<file path="src/rtl/scan_pkg.sv">
// Shared types and constants for the seven-segment digit scan controller.
// Latency: n/a (declarations only).
// Backpressure: n/a.
package scan_pkg;

    localparam int NUM_DIGITS = 4;
    localparam int SEL_W      = 2;
    localparam int NIBBLE_W   = 4;

    typedef enum logic [1:0] {
        IDLE  = 2'b00,
        SHOW  = 2'b01,
        BLANK = 2'b10
    } state_e;

    // Frame latch layout: element i is digit i (digit 0 least significant).
    typedef logic [NUM_DIGITS-1:0][NIBBLE_W-1:0] frame_t;

    // Bit i set when digit i and every higher digit are zero with no decimal
    // point. Digit 0 is never flagged so a value of zero still shows "0".
    function automatic logic [NUM_DIGITS-1:0] lead_zero_mask(
        input frame_t                  f,
        input logic [NUM_DIGITS-1:0]   p
    );
        logic all_zero;
        lead_zero_mask = '0;
        all_zero       = 1'b1;
        for (int i = NUM_DIGITS - 1; i >= 1; i--) begin
            all_zero          = all_zero && (f[i] == '0) && !p[i];
            lead_zero_mask[i] = all_zero;
        end
    endfunction

endpackage

</file>
<file path="src/rtl/scan_interval_cnt.sv">
// Terminal-count interval counter, time-shared between lit and blank slots.
// Latency: done is combinational on the current count; count updates each clk.
// Backpressure: none; en stalls counting, clr forces the count to zero.
//
// Ports:
//   clk, reset : clock and asynchronous active-high reset
//   clr        : synchronous clear (wins over en)
//   en         : count enable
//   term       : terminal value; the count wraps to 0 after reaching it
//   done       : high in the cycle the count equals term while enabled
module scan_interval_cnt #(
    parameter int CNT_W = 17
) (
    input  logic             clk,
    input  logic             reset,
    input  logic             clr,
    input  logic             en,
    input  logic [CNT_W-1:0] term,
    output logic             done
);

    logic [CNT_W-1:0] cnt_q;
    logic [CNT_W-1:0] cnt_d;

    assign done = en && (cnt_q == term);

    always_comb begin
        cnt_d = cnt_q;
        if (clr) begin
            cnt_d = '0;
        end else if (en) begin
            cnt_d = done ? '0 : cnt_q + CNT_W'(1);
        end
    end

    always_ff @(posedge clk or posedge reset) begin
        if (reset) begin
            cnt_q <= '0;
        end else begin
            cnt_q <= cnt_d;
        end
    end

endmodule

</file>
<file path="src/rtl/digit_scan_ctrl.sv">
// Time-multiplexed 4-digit seven-segment scan controller with dwell, blanking
// and frame-coherent latching. Latency: outputs registered, sel_en rises one
// clk after run is sampled high. Backpressure: none; run low darkens display.
//
// Ports:
//   clk, reset  : clock and asynchronous active-high reset
//   run         : scan enable
//   digits      : four hex digits, digits[3:0] is digit 0
//   dp_in       : decimal point per digit
//   sel, sel_en : decoder select and enable (enable only while a digit is lit)
//   nibble, dp  : value and decimal point of the selected digit
//   frame_done  : one-cycle pulse on the 3->0 wrap
//
// Optional build macro LEADING_ZERO_BLANK_EN: suppress sel_en for leading zero
// digits (1..3) without altering slot timing.
module digit_scan_ctrl
    import scan_pkg::*;
#(
    parameter int REFRESH_DIV  = 100000,
    parameter int BLANK_CYCLES = 1000,
    parameter int CNT_W        = 17
) (
    input  logic                           clk,
    input  logic                           reset,
    input  logic                           run,
    input  logic [NUM_DIGITS*NIBBLE_W-1:0] digits,
    input  logic [NUM_DIGITS-1:0]          dp_in,
    output logic [SEL_W-1:0]               sel,
    output logic                           sel_en,
    output logic [NIBBLE_W-1:0]            nibble,
    output logic                           dp,
    output logic                           frame_done
);

    localparam logic [CNT_W-1:0] SHOW_TERM  = CNT_W'(REFRESH_DIV - 1);
    localparam logic [CNT_W-1:0] BLANK_TERM =
        CNT_W'((BLANK_CYCLES == 0) ? 0 : BLANK_CYCLES - 1);

    state_e                  state_q, state_d;
    logic [SEL_W-1:0]        sel_q, sel_d;
    frame_t                  frame_q, frame_d;
    logic [NUM_DIGITS-1:0]   fdp_q, fdp_d;
    logic                    sel_en_q, sel_en_d;
    logic [NIBBLE_W-1:0]     nibble_q, nibble_d;
    logic                    dp_q, dp_d;
    logic                    frame_done_q, frame_done_d;

    logic                    cnt_clr;
    logic                    cnt_en;
    logic [CNT_W-1:0]        cnt_term;
    logic                    cnt_done;
    logic                    advance;
    logic                    lit;
`ifdef LEADING_ZERO_BLANK_EN
    logic [NUM_DIGITS-1:0]   lz_mask;
`endif

    scan_interval_cnt #(
        .CNT_W (CNT_W)
    ) u_cnt (
        .clk   (clk),
        .reset (reset),
        .clr   (cnt_clr),
        .en    (cnt_en),
        .term  (cnt_term),
        .done  (cnt_done)
    );

    always_comb begin
        state_d      = state_q;
        sel_d        = sel_q;
        frame_d      = frame_q;
        fdp_d        = fdp_q;
        frame_done_d = 1'b0;
        advance      = 1'b0;
        cnt_en       = (state_q == SHOW) || (state_q == BLANK);
        cnt_term     = (state_q == SHOW) ? SHOW_TERM : BLANK_TERM;
        cnt_clr      = !run || (state_q == IDLE);

        if (!run) begin
            state_d = IDLE;
            sel_d   = '0;
        end else begin
            case (state_q)
                IDLE: begin
                    frame_d = frame_t'(digits);
                    fdp_d   = dp_in;
                    sel_d   = '0;
                    state_d = SHOW;
                end
                SHOW: begin
                    if (cnt_done) begin
                        if (BLANK_CYCLES == 0) begin
                            advance = 1'b1;
                        end else begin
                            state_d = BLANK;
                        end
                    end
                end
                BLANK: begin
                    if (cnt_done) begin
                        advance = 1'b1;
                    end
                end
                default: begin
                    state_d = IDLE;
                    sel_d   = '0;
                end
            endcase
        end

        if (advance) begin
            state_d = SHOW;
            sel_d   = sel_q + SEL_W'(1);
            // New frame starts on the wrap; reload so the next frame is coherent.
            if (sel_q == SEL_W'(NUM_DIGITS - 1)) begin
                frame_done_d = 1'b1;
                frame_d      = frame_t'(digits);
                fdp_d        = dp_in;
            end
        end

        // Outputs are computed from next-state values so that registering
        // them keeps sel, sel_en and nibble aligned with the state register.
        lit = (state_d == SHOW);
`ifdef LEADING_ZERO_BLANK_EN
        lz_mask = lead_zero_mask(frame_d, fdp_d);
        lit     = lit && !lz_mask[sel_d];
`endif
        sel_en_d = lit;
        if (state_d == IDLE) begin
            nibble_d = '0;
            dp_d     = 1'b0;
        end else begin
            nibble_d = frame_d[sel_d];
            dp_d     = fdp_d[sel_d];
        end
    end

    always_ff @(posedge clk or posedge reset) begin
        if (reset) begin
            state_q      <= IDLE;
            sel_q        <= '0;
            frame_q      <= '0;
            fdp_q        <= '0;
            sel_en_q     <= 1'b0;
            nibble_q     <= '0;
            dp_q         <= 1'b0;
            frame_done_q <= 1'b0;
        end else begin
            state_q      <= state_d;
            sel_q        <= sel_d;
            frame_q      <= frame_d;
            fdp_q        <= fdp_d;
            sel_en_q     <= sel_en_d;
            nibble_q     <= nibble_d;
            dp_q         <= dp_d;
            frame_done_q <= frame_done_d;
        end
    end

    assign sel        = sel_q;
    assign sel_en     = sel_en_q;
    assign nibble     = nibble_q;
    assign dp         = dp_q;
    assign frame_done = frame_done_q;

endmodule

</file>
<file path="config.mk">
export PLATFORM = sky130hd
export DESIGN_NAME = digit_scan_ctrl
export DESIGN_NICKNAME = d
export VERILOG_FILES = /design/src/rtl/scan_pkg.sv /design/src/rtl/scan_interval_cnt.sv /design/src/rtl/digit_scan_ctrl.sv
export SDC_FILE = /design/constraint.sdc
export NUM_CORES = 1
export LEC_CHECK = 0
export BUFFER_PORTS_ARGS = -buffer_cell sky130_fd_sc_hd__buf_4
export CAP_MARGIN = 20
export CORE_MARGIN = 5
export CORE_UTILIZATION = 29
export DETAILED_ROUTE_END_ITERATION = 12
export PLACE_DENSITY = 0.46
export SLEW_MARGIN = 25
export SYNTH_ARGS = -nofsm -noshare
export SYNTH_HDL_FRONTEND = slang
export SYNTH_SLANG_ARGS = --single-unit
</file>
<file path="constraint.sdc">
create_clock -name clk -period 5.6 [get_ports clk]
set_input_delay 1.68 -clock clk [delete_from_list [all_inputs] [get_ports clk]]
set_output_delay 1.68 -clock clk [all_outputs]
set_load 0.1 [all_outputs]
</file>
==> run_summary.xml, run 1 <==
<?xml version="1.0" encoding="UTF-8"?>
<metrics>
  <group name="global_routing">
    <metric name="grt_pass1_vias" unit="">2052</metric>
    <metric name="globalRouteTotalUtil" unit="%">11.06</metric>
    <metric name="grt_first_pass_wirelength" unit="mm">10.22</metric>
    <metric name="globalRoute.totalOverflow" unit="">0</metric>
    <metric name="maximum_number_of_pins_on_one_net_before_global_route_repair" unit="">49</metric>
    <metric name="antenna_found_initial" unit="">0</metric>
  </group>
  <group name="yosys">
    <metric name="synth_compound_area_share" unit="%">16.08</metric>
    <metric name="synthAdderAreaFrac" unit="%">2.780</metric>
    <metric name="synthesis.instances" unit="">280</metric>
    <metric name="synth_top_family_by_area" unit="">simple AND/OR/NAND/NOR gates</metric>
    <metric name="average_cell_area_after_synthesis" unit="µm²">9.643</metric>
    <metric name="synth.distinct_cells" unit="">50</metric>
    <metric name="synthFlopType" unit="">sky130_fd_sc_hd__dfrtp_1</metric>
    <metric name="post_synth_xor_area_fraction" unit="%">3.568</metric>
    <metric name="synth_simple_gate_area_share" unit="%">19.88</metric>
    <metric name="muxShareOfSynthArea" unit="%">6.487</metric>
    <metric name="synth_enable_flop_cells" unit="">0</metric>
    <metric name="synth.net_count" unit="">309</metric>
    <metric name="synth.cell_area" unit="mm²">0.002700</metric>
    <metric name="async_flop_share" unit="%">100.0</metric>
    <metric name="sequential_element_share_of_the_synthesized_area" unit="%">44.49</metric>
    <metric name="postSynthRegisterBits" unit="">48</metric>
    <metric name="warning_count_from_the_yosys_run" unit="">0</metric>
  </group>
  <group name="worst_setup_path">
    <metric name="critical_path_start_end_classification" unit="">input pin to flop</metric>
    <metric name="internal_reg_to_reg_setup_slack" unit="ps">2410</metric>
    <metric name="crit_buf_inv" unit="">1</metric>
    <metric name="cp_cell_sequence" unit="">buf_4 &gt; nand3_1 &gt; o21ai_1 &gt; mux4_2 &gt; o2bb2ai_1</metric>
    <metric name="timing.rr.start" unit="">state_q[1]</metric>
    <metric name="timing.critical_path.slowest_cell_delay" unit="ps">770</metric>
    <metric name="worstSetupStartpointType" unit="">input pin</metric>
    <metric name="crit_path_max_fanout" unit="">12</metric>
    <metric name="critical_path_depth" unit="">5</metric>
    <metric name="cp.required" unit="ps">5780</metric>
    <metric name="timing.critical_path.slowest_stage_cell" unit="">sky130_fd_sc_hd__o21ai_1</metric>
    <metric name="worst_setup_path_end_kind" unit="">flop</metric>
    <metric name="signal_arrival_time_at_the_worst_endpoint" unit="ps">3460</metric>
    <metric name="r2r-end" unit="">nibble[3]</metric>
    <metric name="depth_of_the_worst_register_to_register_path" unit="">8</metric>
    <metric name="worst_path_dominant_cell_family" unit="">compound AO/OA/AOI/OAI gates</metric>
  </group>
  <group name="clock_network">
    <metric name="cts_buffer_depth" unit="">2</metric>
    <metric name="cts_setup_buffers" unit="">0</metric>
    <metric name="cts_hold_buffers" unit="">0</metric>
    <metric name="clk_pin_slew" unit="ps">90</metric>
    <metric name="cts_root_buf" unit="">sky130_fd_sc_hd__clkbuf_8</metric>
    <metric name="clkLatencyLatePin" unit="ps">300</metric>
    <metric name="tritoncts" unit="">built</metric>
    <metric name="numCtsBuffers" unit="">5</metric>
    <metric name="cts_htree_levels" unit="">2</metric>
    <metric name="cts_sink_count" unit="">48</metric>
    <metric name="cts-resized-gates" unit="">0</metric>
  </group>
  <group name="sta">
    <metric name="max_slew_margin" unit="%">35.95</metric>
    <metric name="setup_slack" unit="ps">2315</metric>
    <metric name="final-max-slew-violation-count" unit="">0</metric>
    <metric name="final.setup.tns" unit="ps">0</metric>
    <metric name="final.period_utilization" unit="%">58.65</metric>
    <metric name="setup_repair_after_global_routing_missed_its_margin" unit="">no</metric>
    <metric name="max_freq" unit="GHz">0.3045</metric>
    <metric name="finalCriticalPeriod" unit="ps">3285</metric>
    <metric name="hold_slack" unit="ps">475.6</metric>
    <metric name="worstMarginPinSlew" unit="ps">954.4</metric>
    <metric name="setup_viol" unit="">0</metric>
    <metric name="clock_skew" unit="ps">12.55</metric>
    <metric name="final-hold-violation-count" unit="">0</metric>
  </group>
  <group name="hold_path">
    <metric name="hold_wc_startpoint" unit="">frame_q[15]</metric>
    <metric name="timing.hold.worst_path_depth" unit="">2</metric>
    <metric name="hold_end" unit="">frame_q[15]</metric>
    <metric name="holdCritPathClass" unit="">flop to flop</metric>
  </group>
  <group name="layout">
    <metric name="layout_commonest_cell" unit="">sky130_fd_sc_hd__nand2_1</metric>
    <metric name="layout.filler_cells" unit="">939</metric>
    <metric name="finalNonFillerCells" unit="">417</metric>
    <metric name="antenna-diode-count" unit="">0</metric>
    <metric name="most-common-layout-cells" unit="">53 x sky130_fd_sc_hd__nand2_1, 48 x sky130_fd_sc_hd__dfrtp_1, 31 x sky130_fd_sc_hd__buf_4, 29 x sky130_fd_sc_hd__inv_1, 23 x sky130_fd_sc_hd__o21ai_0</metric>
    <metric name="syn2layout_area_growth" unit="%">14.32</metric>
    <metric name="layout_cell_share_with_drive_strength_beyond_1" unit="%">17.32</metric>
    <metric name="design.final.nets" unit="">335</metric>
  </group>
  <group name="place">
    <metric name="port-buffer-count" unit="">31</metric>
    <metric name="gp_congestion" unit="">0.7341</metric>
    <metric name="pre_cts_ws" unit="ps">1950</metric>
    <metric name="place.detailed.hpwl" unit="mm">4.265</metric>
    <metric name="placed_cells" unit="">410</metric>
  </group>
  <group name="route">
    <metric name="post_drt_via_cell_ratio" unit="">4.844</metric>
    <metric name="route.detailed.drc" unit="">0</metric>
    <metric name="drt_first_iter_violations" unit="">49</metric>
    <metric name="wirelength" unit="mm">5.843</metric>
    <metric name="firstDrtPassIters" unit="">4</metric>
    <metric name="post_drt_wl_per_cell" unit="µm">14.01</metric>
    <metric name="drtAntennaViolNets" unit="">0</metric>
    <metric name="route.vias.total" unit="">2020</metric>
  </group>
  <group name="floorplanning">
    <metric name="rows" unit="">35</metric>
    <metric name="floorplan.initialDensity" unit="%">29.50</metric>
    <metric name="die-area" unit="mm²">0.01134</metric>
    <metric name="ioPinCount" unit="">32</metric>
    <metric name="die_width" unit="µm">106.5</metric>
    <metric name="coreArea" unit="mm²">0.009153</metric>
    <metric name="die_height" unit="µm">106.5</metric>
  </group>
  <group name="power">
    <metric name="cellPowerDensity" unit="mW/mm²">241.9</metric>
    <metric name="ir_worst_vdd" unit="µV">120.3</metric>
    <metric name="total_power" unit="µW">746.7</metric>
    <metric name="p_leak" unit="nW">1.410</metric>
  </group>
  <group name="job">
    <metric name="cap_violations" unit="">0</metric>
  </group>
  <group name="status">
    <metric name="run_status" unit="">complete, no violations</metric>
  </group>
</metrics>
-- cell type report --
cell class / count / area [µm²] / area share (%)
Inverter: 30 / 115.1 / 3.729
Multi-Input combinational cell: 190 / 1318 / 42.68
Clock inverter: 2 / 12.51 / 0.4054
Clock buffer: 5 / 68.82 / 2.229
Tap cell: 111 / 138.9 / 4.499
Timing Repair Buffer: 31 / 232.7 / 7.540
Sequential cell: 48 / 1201 / 38.91
-- per-stage QoR --
step | util [%] | instance area, µm²
2_1_floorplan | - | 2700
3_3_place_gp | 32.81 | 3003
3_5_place_dp | 32.84 | 3005
4_1_cts | 33.73 | 3087
5_1_grt | 33.73 | 3087
6_report | 33.73 | 3087
-- cell families (layout without fill, tap and decap cells) --
logic type / Yosys count / after routing
compound gates: 58 / 58
buf+inv: 42 / 68
mux: 8 / 8
xor+xnor: 11 / 11
flops: 48 / 48
simple gates: 107 / 107
fa+ha+maj: 6 / 6
-- worst min-delay path, stage by stage (launching register included) --
cell and delay, ps:
sky130_fd_sc_hd__dfrtp_1 350, sky130_fd_sc_hd__nand2_1 50, sky130_fd_sc_hd__nand2_1 50
-- layer usage --
layer  GRT usage, %  up-vias  wire length, µm
met2          17.78       25             2768
met1          15.22      965             2849
li1               -     1025                -
met5              0        -                0
met3          2.186        5              167
met4          3.014        0               58
-- flip-flops by register name, indices dropped and copies added (netlist names) --
signal,flops
dp,1
fdp_q,4
frame_done,1
frame_q,16
nibble,4
sel,2
sel_en,1
state_q,2
u_cnt.cnt_q,17
-- synth_stat cells, types with 2 or more instances --
cell                        number  share of area [%]
sky130_fd_sc_hd__and4_1          3               0.97
sky130_fd_sc_hd__nand2_1        53                7.4
sky130_fd_sc_hd__ha_1            6                2.8
sky130_fd_sc_hd__dfrtp_1        48                 44
sky130_fd_sc_hd__nor2_1         19                2.6
sky130_fd_sc_hd__nand3_1         8                1.5
sky130_fd_sc_hd__mux4_2          5                4.2
sky130_fd_sc_hd__buf_6           3                1.3
sky130_fd_sc_hd__nor3_1          2               0.37
sky130_fd_sc_hd__and2_1          3               0.70
sky130_fd_sc_hd__o211ai_1        2               0.56
sky130_fd_sc_hd__a211oi_1       12                3.3
sky130_fd_sc_hd__o21ai_0        23                4.3
sky130_fd_sc_hd__and4b_1         2               0.74
sky130_fd_sc_hd__mux4_1          2                1.9
sky130_fd_sc_hd__or3_1           2               0.46
sky130_fd_sc_hd__xor2_1          8                2.6
sky130_fd_sc_hd__nand4_1         3               0.70
sky130_fd_sc_hd__xnor2_1         3               0.97
sky130_fd_sc_hd__clkbuf_1        8                1.1
sky130_fd_sc_hd__nor2b_1         3               0.70
sky130_fd_sc_hd__o2bb2ai_1       3               0.97
sky130_fd_sc_hd__inv_1          30                4.2
sky130_fd_sc_hd__o32ai_1         3               0.97
-- where the power goes --
group          internal [mW]  leakage (nW)  switching [mW]
Sequential             0.377         0.631          0.0148
Clock                 0.0849        0.0400           0.118
Combinational         0.0534         0.739          0.0985
Total                  0.516          1.41           0.231
-- worst max-delay path by stage --
stage                          start  slack (ps)              end
after floorplan                  run        2480  u_cnt.cnt_q[11]
after global placement           run        2030        nibble[3]
after detailed placement         run        1950        nibble[3]
after CTS                        run        2270        nibble[3]
after global routing      state_q[1]        2150        nibble[3]
final                            run        2320        nibble[3]
Note: power is estimated with default switching activity, not from simulation.
==> run 2, diff against run 1 <==
--- a/config.mk
+++ b/config.mk
@@ -10,7 +10,7 @@
 export CORE_MARGIN = 5
 export CORE_UTILIZATION = 29
 export DETAILED_ROUTE_END_ITERATION = 12
-export PLACE_DENSITY = 0.46
+export PLACE_DENSITY = 0.48
 export SLEW_MARGIN = 25
 export SYNTH_ARGS = -nofsm -noshare
 export SYNTH_HDL_FRONTEND = slang
==> constraint.sdc (replaced) <==
create_clock -name clk -period 2.99 [get_ports clk]
set_input_delay 0.897 -clock clk [delete_from_list [all_inputs] [get_ports clk]]
set_output_delay 0.897 -clock clk [all_outputs]
set_load 0.1 [all_outputs]
==> run 2 against run 1 <==
Routed wire length is 1.2% higher. Combinational power is 95% higher. Global-route usage is 0.31 points higher. Design area is 3.9% higher. Die area stayed put. Sequential cell count stayed put. Cell count is 2.2% higher. Critical path depth is 3 higher. Hold slack worse by 42 ps. Sequential power is 88% higher. Critical path type is now flop to flop. Highest routed layer unchanged.
==> run_summary.xml, run 2 (synthesized netlist as in run 1, its figures left out) <==
<?xml version="1.0" encoding="UTF-8"?>
<metrics>
  <group name="worst_setup_path">
    <metric name="critical_path_start_end_classification" unit="">flop to flop</metric>
    <metric name="crit_path_max_fanout" unit="">41</metric>
    <metric name="worst_setup_path_end_kind" unit="">flop</metric>
    <metric name="worstSetupStartpointType" unit="">flop</metric>
    <metric name="cp.required" unit="ps">3210</metric>
    <metric name="cp_cell_sequence" unit="">inv_1 &gt; ha_1 &gt; and4b_1 &gt; o2111a_2 &gt; nand3_4 &gt; o21a_4 &gt; mux4_1 &gt; o32ai_1</metric>
    <metric name="timing.critical_path.slowest_cell_delay" unit="ps">610</metric>
    <metric name="timing.critical_path.slowest_stage_cell" unit="">sky130_fd_sc_hd__mux4_1</metric>
    <metric name="signal_arrival_time_at_the_worst_endpoint" unit="ps">2910</metric>
  </group>
  <group name="sta">
    <metric name="final.setup.tns" unit="ps">0</metric>
    <metric name="final.period_utilization" unit="%">90.22</metric>
    <metric name="max_freq" unit="GHz">0.3707</metric>
    <metric name="setup_repair_after_global_routing_missed_its_margin" unit="">no</metric>
    <metric name="clock_skew" unit="ps">11.33</metric>
    <metric name="max_slew_margin" unit="%">69.43</metric>
    <metric name="final-max-slew-violation-count" unit="">0</metric>
    <metric name="final-hold-violation-count" unit="">0</metric>
    <metric name="setup_viol" unit="">0</metric>
    <metric name="worstMarginPinSlew" unit="ps">457.5</metric>
    <metric name="finalCriticalPeriod" unit="ps">2698</metric>
    <metric name="hold_slack" unit="ps">433.5</metric>
  </group>
  <group name="clock_network">
    <metric name="cts_buffer_depth" unit="">2</metric>
    <metric name="tritoncts" unit="">built</metric>
    <metric name="clkLatencyLatePin" unit="ps">310</metric>
    <metric name="cts_htree_levels" unit="">2</metric>
    <metric name="clk_pin_slew" unit="ps">100</metric>
    <metric name="cts_hold_buffers" unit="">0</metric>
    <metric name="numCtsBuffers" unit="">5</metric>
    <metric name="cts_sink_count" unit="">48</metric>
    <metric name="cts_root_buf" unit="">sky130_fd_sc_hd__clkbuf_8</metric>
  </group>
  <group name="place">
    <metric name="place.detailed.hpwl" unit="mm">4.435</metric>
    <metric name="gp_congestion" unit="">0.7491</metric>
    <metric name="placed_cells" unit="">418</metric>
    <metric name="place_area" unit="mm²">0.003075</metric>
    <metric name="port-buffer-count" unit="">31</metric>
  </group>
  <group name="hold_path">
    <metric name="holdCritPathClass" unit="">input pin to async pin</metric>
  </group>
  <group name="layout">
    <metric name="design.final.nets" unit="">343</metric>
    <metric name="layout_cell_share_with_drive_strength_beyond_1" unit="%">20.00</metric>
    <metric name="antenna-diode-count" unit="">0</metric>
    <metric name="max_flop_register" unit="">u_cnt.cnt_q</metric>
    <metric name="finalNonFillerCells" unit="">426</metric>
    <metric name="layout.area.seq" unit="mm²">0.001201</metric>
    <metric name="layout.filler_cells" unit="">930</metric>
    <metric name="largest_register_ffs" unit="">17</metric>
    <metric name="largestRegisters" unit="">u_cnt.cnt_q x17, frame_q x16</metric>
    <metric name="most-common-layout-cells" unit="">53 x sky130_fd_sc_hd__nand2_1, 48 x sky130_fd_sc_hd__dfrtp_1, 38 x sky130_fd_sc_hd__buf_4, 29 x sky130_fd_sc_hd__inv_1, 23 x sky130_fd_sc_hd__o21ai_0</metric>
    <metric name="multiInputGateArea" unit="mm²">0.001321</metric>
    <metric name="syn2layout_area_growth" unit="%">18.72</metric>
    <metric name="layout_commonest_cell" unit="">sky130_fd_sc_hd__nand2_1</metric>
    <metric name="post-route-cell-area" unit="mm²">0.003206</metric>
  </group>
  <group name="global_routing">
    <metric name="grt_first_pass_wirelength" unit="mm">10.25</metric>
    <metric name="antenna_found_initial" unit="">0</metric>
    <metric name="globalRouteTotalUtil" unit="%">11.38</metric>
    <metric name="globalRoute.totalOverflow" unit="">0</metric>
    <metric name="maximum_number_of_pins_on_one_net_before_global_route_repair" unit="">42</metric>
    <metric name="grt_pass1_vias" unit="">2047</metric>
  </group>
  <group name="job">
    <metric name="cap_violations" unit="">0</metric>
  </group>
  <group name="power">
    <metric name="total_power" unit="mW">1.559</metric>
    <metric name="cellPowerDensity" unit="mW/mm²">486.4</metric>
    <metric name="ir_worst_vdd" unit="µV">172.9</metric>
    <metric name="p_leak" unit="nW">1.484</metric>
  </group>
  <group name="route">
    <metric name="route.vias.total" unit="">2031</metric>
    <metric name="post_drt_via_cell_ratio" unit="">4.768</metric>
    <metric name="firstDrtPassIters" unit="">4</metric>
    <metric name="drtAntennaViolNets" unit="">0</metric>
    <metric name="drt_first_iter_violations" unit="">53</metric>
    <metric name="route.detailed.drc" unit="">0</metric>
    <metric name="post_drt_wl_per_cell" unit="µm">13.88</metric>
    <metric name="wirelength" unit="mm">5.915</metric>
  </group>
  <group name="floorplanning">
    <metric name="die-area" unit="mm²">0.01134</metric>
    <metric name="coreArea" unit="mm²">0.009153</metric>
    <metric name="die_height" unit="µm">106.5</metric>
    <metric name="rows" unit="">35</metric>
    <metric name="die_width" unit="µm">106.5</metric>
    <metric name="ioPinCount" unit="">32</metric>
    <metric name="floorplan.initialDensity" unit="%">29.50</metric>
  </group>
  <group name="status">
    <metric name="run_status" unit="">complete, no violations</metric>
  </group>
</metrics>
[run 2: cell types whose count changed in the layout (fill, tap and decap cells not counted), sizes merged]
cell,previous run,this run
buf,31,39
bufinv,0,1
clkbuf,5,7
clkinv,1,0
clkinvlp,1,0
[run 2: worst max-delay path, delay by kind of cell (launching register included)]
kind | cells | cell delay [ps]
AOI/OAI and AO/OA | 3 | 750
adders and majority gates | 1 | 380
buffers and inverters | 1 | 110
DFF | 1 | 400
muxes | 1 | 610
and+or+nand+nor | 2 | 360
[run 2: worst paths after layout]
| check | startpoint | endpoint | slack (ps) | cells after the start |
|---|---|---|---|---|
| setup / recovery | state_q[0] | nibble[0] | 290 | 8 |
| hold / removal | reset | u_cnt.cnt_q[16] | 430 | 2 |
| setup reg to reg | state_q[0] | nibble[0] | 290 | 8 |
| hold reg to reg | frame_q[12] | frame_q[12] | 480 | 2 |
| max in group asynchronous | reset | frame_q[5] | 2030 | 3 |
| min in group clk | frame_q[12] | frame_q[12] | 480 | 2 |
[run 2: cell type report]
cell class | count | area share (%)
inverters | 30 | 3.513
clock inverters | 1 | 0.9368
flip-flops and latches | 48 | 37.47
multi-input cells | 190 | 41.22
repair buffers | 39 | 9.524
well taps | 111 | 4.333
clock buffers | 7 | 3.005
[run 2: repair_timing]
item,4_1_cts,5_1_grt
setup endpoints to repair,0,1
setup buffers,0,0
resized for setup,0,1
[run 2: power breakdown]
group	internal, mW	switching [mW]
Sequential	0.707	0.0296
Clock	0.296	0.230
Combinational	0.112	0.185
[run 2: layer usage]
layer	GRT usage, %	part of all wire, %	vias to the layer above
met1	15.66	49	960
met3	2.186	3.1	5
li1	-	-	1038
met2	18.37	47	28
met4	3.014	0.93	0
met5	0	0	-
[run 2: through the flow]
| step | setup slack (ps) | util, % |
|---|---|---|
| floorplan | 537.4 | - |
| global placement | 329.4 | 33.60 |
| global route | 56.75 | 35.02 |
| finish | 292.3 | 35.02 |
| detailed placement | 281.1 | 33.60 |
| CTS | 261.9 | 34.98 |
==> run 3, diff against run 2 <==
--- a/config.mk
+++ b/config.mk
@@ -5,12 +5,12 @@
 export SDC_FILE = /design/constraint.sdc
 export NUM_CORES = 1
 export LEC_CHECK = 0
-export BUFFER_PORTS_ARGS = -buffer_cell sky130_fd_sc_hd__buf_4
 export CAP_MARGIN = 20
 export CORE_MARGIN = 5
 export CORE_UTILIZATION = 29
 export DETAILED_ROUTE_END_ITERATION = 12
-export PLACE_DENSITY = 0.48
+export DONT_BUFFER_PORTS = 1
+export PLACE_DENSITY = 0.45
 export SLEW_MARGIN = 25
 export SYNTH_ARGS = -nofsm -noshare
 export SYNTH_HDL_FRONTEND = slang
==> run 3 against run 2 <==
Clock skew decreased by 6.5 ps. Cell count decreased by 6.8%. Fmax decreased by 1.5%. Critical endpoint unchanged.
==> run_summary.xml, run 3 (synthesized netlist as in run 1, its figures left out) <==
<?xml version="1.0" encoding="UTF-8"?>
<metrics>
  <group name="worst_setup_path">
    <metric name="worst_setup_path_end_kind" unit="">flop</metric>
    <metric name="timing.critical_path.slowest_cell_delay" unit="ps">400</metric>
    <metric name="timing.critical_path.slowest_stage_cell" unit="">sky130_fd_sc_hd__dfrtp_1</metric>
    <metric name="internal_reg_to_reg_setup_slack" unit="ps">250</metric>
    <metric name="cp_cell_sequence" unit="">inv_1 &gt; ha_1 &gt; and4b_1 &gt; o2111a_2 &gt; and4_1 &gt; mux2i_1 &gt; o211ai_1 &gt; o32ai_1</metric>
    <metric name="worstSetupStartpointType" unit="">flop</metric>
    <metric name="setup.worst_path.start" unit="">state_q[0]</metric>
    <metric name="cp.required" unit="ps">3200</metric>
    <metric name="r2r-end" unit="">nibble[0]</metric>
    <metric name="timing.rr.start" unit="">state_q[0]</metric>
    <metric name="crit_buf_inv" unit="">1</metric>
    <metric name="worst_setup_path_endpoint" unit="">nibble[0]</metric>
    <metric name="depth_of_the_worst_register_to_register_path" unit="">8</metric>
    <metric name="worst_path_dominant_cell_family" unit="">compound AO/OA/AOI/OAI gates</metric>
    <metric name="crit_path_max_fanout" unit="">6</metric>
    <metric name="critical_path_start_end_classification" unit="">flop to flop</metric>
    <metric name="signal_arrival_time_at_the_worst_endpoint" unit="ps">2950</metric>
    <metric name="critical_path_depth" unit="">8</metric>
  </group>
  <group name="floorplanning">
    <metric name="rows" unit="">35</metric>
    <metric name="ioPinCount" unit="">32</metric>
    <metric name="die_height" unit="µm">106.5</metric>
    <metric name="die_width" unit="µm">106.5</metric>
    <metric name="coreArea" unit="mm²">0.009153</metric>
    <metric name="floorplan.initialDensity" unit="%">29.50</metric>
    <metric name="die-area" unit="mm²">0.01134</metric>
  </group>
  <group name="clock_network">
    <metric name="numCtsBuffers" unit="">5</metric>
    <metric name="cts_sink_count" unit="">48</metric>
    <metric name="cts_hold_buffers" unit="">0</metric>
    <metric name="cts_setup_buffers" unit="">0</metric>
    <metric name="cts_root_buf" unit="">sky130_fd_sc_hd__clkbuf_8</metric>
    <metric name="clkLatencyLatePin" unit="ps">310</metric>
    <metric name="tritoncts" unit="">built</metric>
    <metric name="cts_buffer_depth" unit="">2</metric>
    <metric name="cts-resized-gates" unit="">0</metric>
    <metric name="clk_pin_slew" unit="ps">90</metric>
    <metric name="cts_htree_levels" unit="">2</metric>
  </group>
  <group name="sta">
    <metric name="max_freq" unit="GHz">0.3652</metric>
    <metric name="final.period_utilization" unit="%">91.59</metric>
    <metric name="clock_skew" unit="ps">4.845</metric>
    <metric name="setup_viol" unit="">0</metric>
    <metric name="final-hold-violation-count" unit="">0</metric>
    <metric name="finalCriticalPeriod" unit="ps">2739</metric>
    <metric name="setup_repair_after_global_routing_missed_its_margin" unit="">no</metric>
    <metric name="final-max-slew-violation-count" unit="">0</metric>
    <metric name="max_slew_margin" unit="%">39.48</metric>
    <metric name="final.setup.tns" unit="ps">0</metric>
    <metric name="setup_slack" unit="ps">251.4</metric>
    <metric name="worstMarginPinSlew" unit="ps">908.4</metric>
  </group>
  <group name="status">
    <metric name="run_status" unit="">complete, no violations</metric>
  </group>
  <group name="layout">
    <metric name="post-route-cell-area" unit="mm²">0.002955</metric>
    <metric name="layout_cell_share_with_drive_strength_beyond_1" unit="%">11.54</metric>
    <metric name="layout.filler_cells" unit="">933</metric>
    <metric name="most-common-layout-cells" unit="">53 x sky130_fd_sc_hd__nand2_1, 48 x sky130_fd_sc_hd__dfrtp_1, 29 x sky130_fd_sc_hd__inv_1, 23 x sky130_fd_sc_hd__o21ai_0, 19 x sky130_fd_sc_hd__nor2_1</metric>
    <metric name="layout.area.seq" unit="mm²">0.001201</metric>
    <metric name="design.final.nets" unit="">314</metric>
    <metric name="layout_commonest_cell" unit="">sky130_fd_sc_hd__nand2_1</metric>
    <metric name="antenna-diode-count" unit="">0</metric>
    <metric name="max_flop_register" unit="">u_cnt.cnt_q</metric>
    <metric name="multiInputGateArea" unit="mm²">0.001318</metric>
    <metric name="largest_register_ffs" unit="">17</metric>
    <metric name="syn2layout_area_growth" unit="%">9.453</metric>
    <metric name="largestRegisters" unit="">u_cnt.cnt_q x17, frame_q x16</metric>
  </group>
  <group name="hold_path">
    <metric name="holdCritPathClass" unit="">flop to flop</metric>
  </group>
  <group name="place">
    <metric name="place.detailed.hpwl" unit="mm">4.471</metric>
    <metric name="port-buffer-count" unit="">0</metric>
    <metric name="pre_cts_ws" unit="ps">250.3</metric>
    <metric name="place_area" unit="mm²">0.002858</metric>
    <metric name="gp_congestion" unit="">0.7755</metric>
  </group>
  <group name="power">
    <metric name="pwr-share-comb" unit="%">14.1</metric>
    <metric name="power.switching_fraction" unit="%">31.18</metric>
    <metric name="cellInternalPower" unit="µW">975.2</metric>
    <metric name="cellPowerDensity" unit="mW/mm²">479.5</metric>
    <metric name="p_leak" unit="nW">1.315</metric>
    <metric name="sequentialPowerShare" unit="%">56.2</metric>
    <metric name="total_switching_power" unit="µW">441.8</metric>
    <metric name="clock_power_share" unit="%">29.8</metric>
    <metric name="ir_worst_vdd" unit="µV">227.2</metric>
  </group>
  <group name="route">
    <metric name="drtAntennaViolNets" unit="">0</metric>
    <metric name="firstDrtPassIters" unit="">4</metric>
    <metric name="drt_first_iter_violations" unit="">49</metric>
    <metric name="wirelength" unit="mm">5.992</metric>
    <metric name="route.vias.total" unit="">1937</metric>
    <metric name="post_drt_via_cell_ratio" unit="">4.879</metric>
    <metric name="route.detailed.drc" unit="">0</metric>
    <metric name="post_drt_wl_per_cell" unit="µm">15.09</metric>
  </group>
  <group name="global_routing">
    <metric name="grt_first_pass_wirelength" unit="mm">9.963</metric>
    <metric name="maximum_number_of_pins_on_one_net_before_global_route_repair" unit="">49</metric>
    <metric name="globalRouteTotalUtil" unit="%">11.04</metric>
    <metric name="antenna_found_initial" unit="">0</metric>
    <metric name="grt_pass1_vias" unit="">2005</metric>
    <metric name="globalRoute.totalOverflow" unit="">0</metric>
  </group>
  <group name="job">
    <metric name="cap_violations" unit="">0</metric>
  </group>
</metrics>
## run 3: metal layers
metal | GRT usage (%) | routed length, µm | up-vias
met2 | 18.14 | 2811 | 28
met5 | 0 | 0 | -
met3 | 2.975 | 228 | 7
li1 | - | - | 981
met4 | 3.288 | 73 | 0
met1 | 14.24 | 2878 | 921
## run 3: area by class of cell
type,instances,share of cell area [%]
timing repair buffer,10,2.964
multi-input combinational,190,44.58
inverter,30,3.810
clock inverter,2,0.5080
sequential,48,40.64
clock buffer,6,2.794
tap,111,4.699
## run 3: how the worst min path moves through the flow
stage / startpoint / to / cells past startpoint
2_1_floorplan: fdp_q[3] / fdp_q[3] / 2
4_1_cts: fdp_q[1] / fdp_q[1] / 2
3_3_place_gp: frame_q[15] / frame_q[15] / 2
5_1_grt: frame_q[13] / frame_q[13] / 2
6_report: fdp_q[1] / fdp_q[1] / 2
3_5_place_dp: fdp_q[1] / fdp_q[1] / 2
## run 3: power by group through the flow
stage                     Clock [mW]  Combinational, mW  Sequential [mW]
after global routing           0.470              0.230            0.804
after detailed placement           0              0.205            0.810
after CTS                      0.442              0.205            0.797
after global placement             0              0.201            0.809
final                          0.422              0.199            0.796
after floorplan                    0              0.149            0.810
## run 3: tightest hold or removal path, delay by kind of cell, from the launching register on
family	cells	cell delay (ps)
DFF	1	360
and+or+nand+nor	2	100
## run 3: metrics by stage
stage | utilization [%] | total power, mW | instances | hold WS [ps]
6_report | 32.29 | 1.417 | 397 | 476.2
3_5_place_dp | 31.22 | 1.015 | 389 | 458.3
2_1_floorplan | - | 0.9596 | 280 | 433.4
3_3_place_gp | 31.22 | 1.010 | 389 | 450.6
5_1_grt | 32.29 | 1.504 | 397 | 503.1
4_1_cts | 32.29 | 1.444 | 397 | 481.5
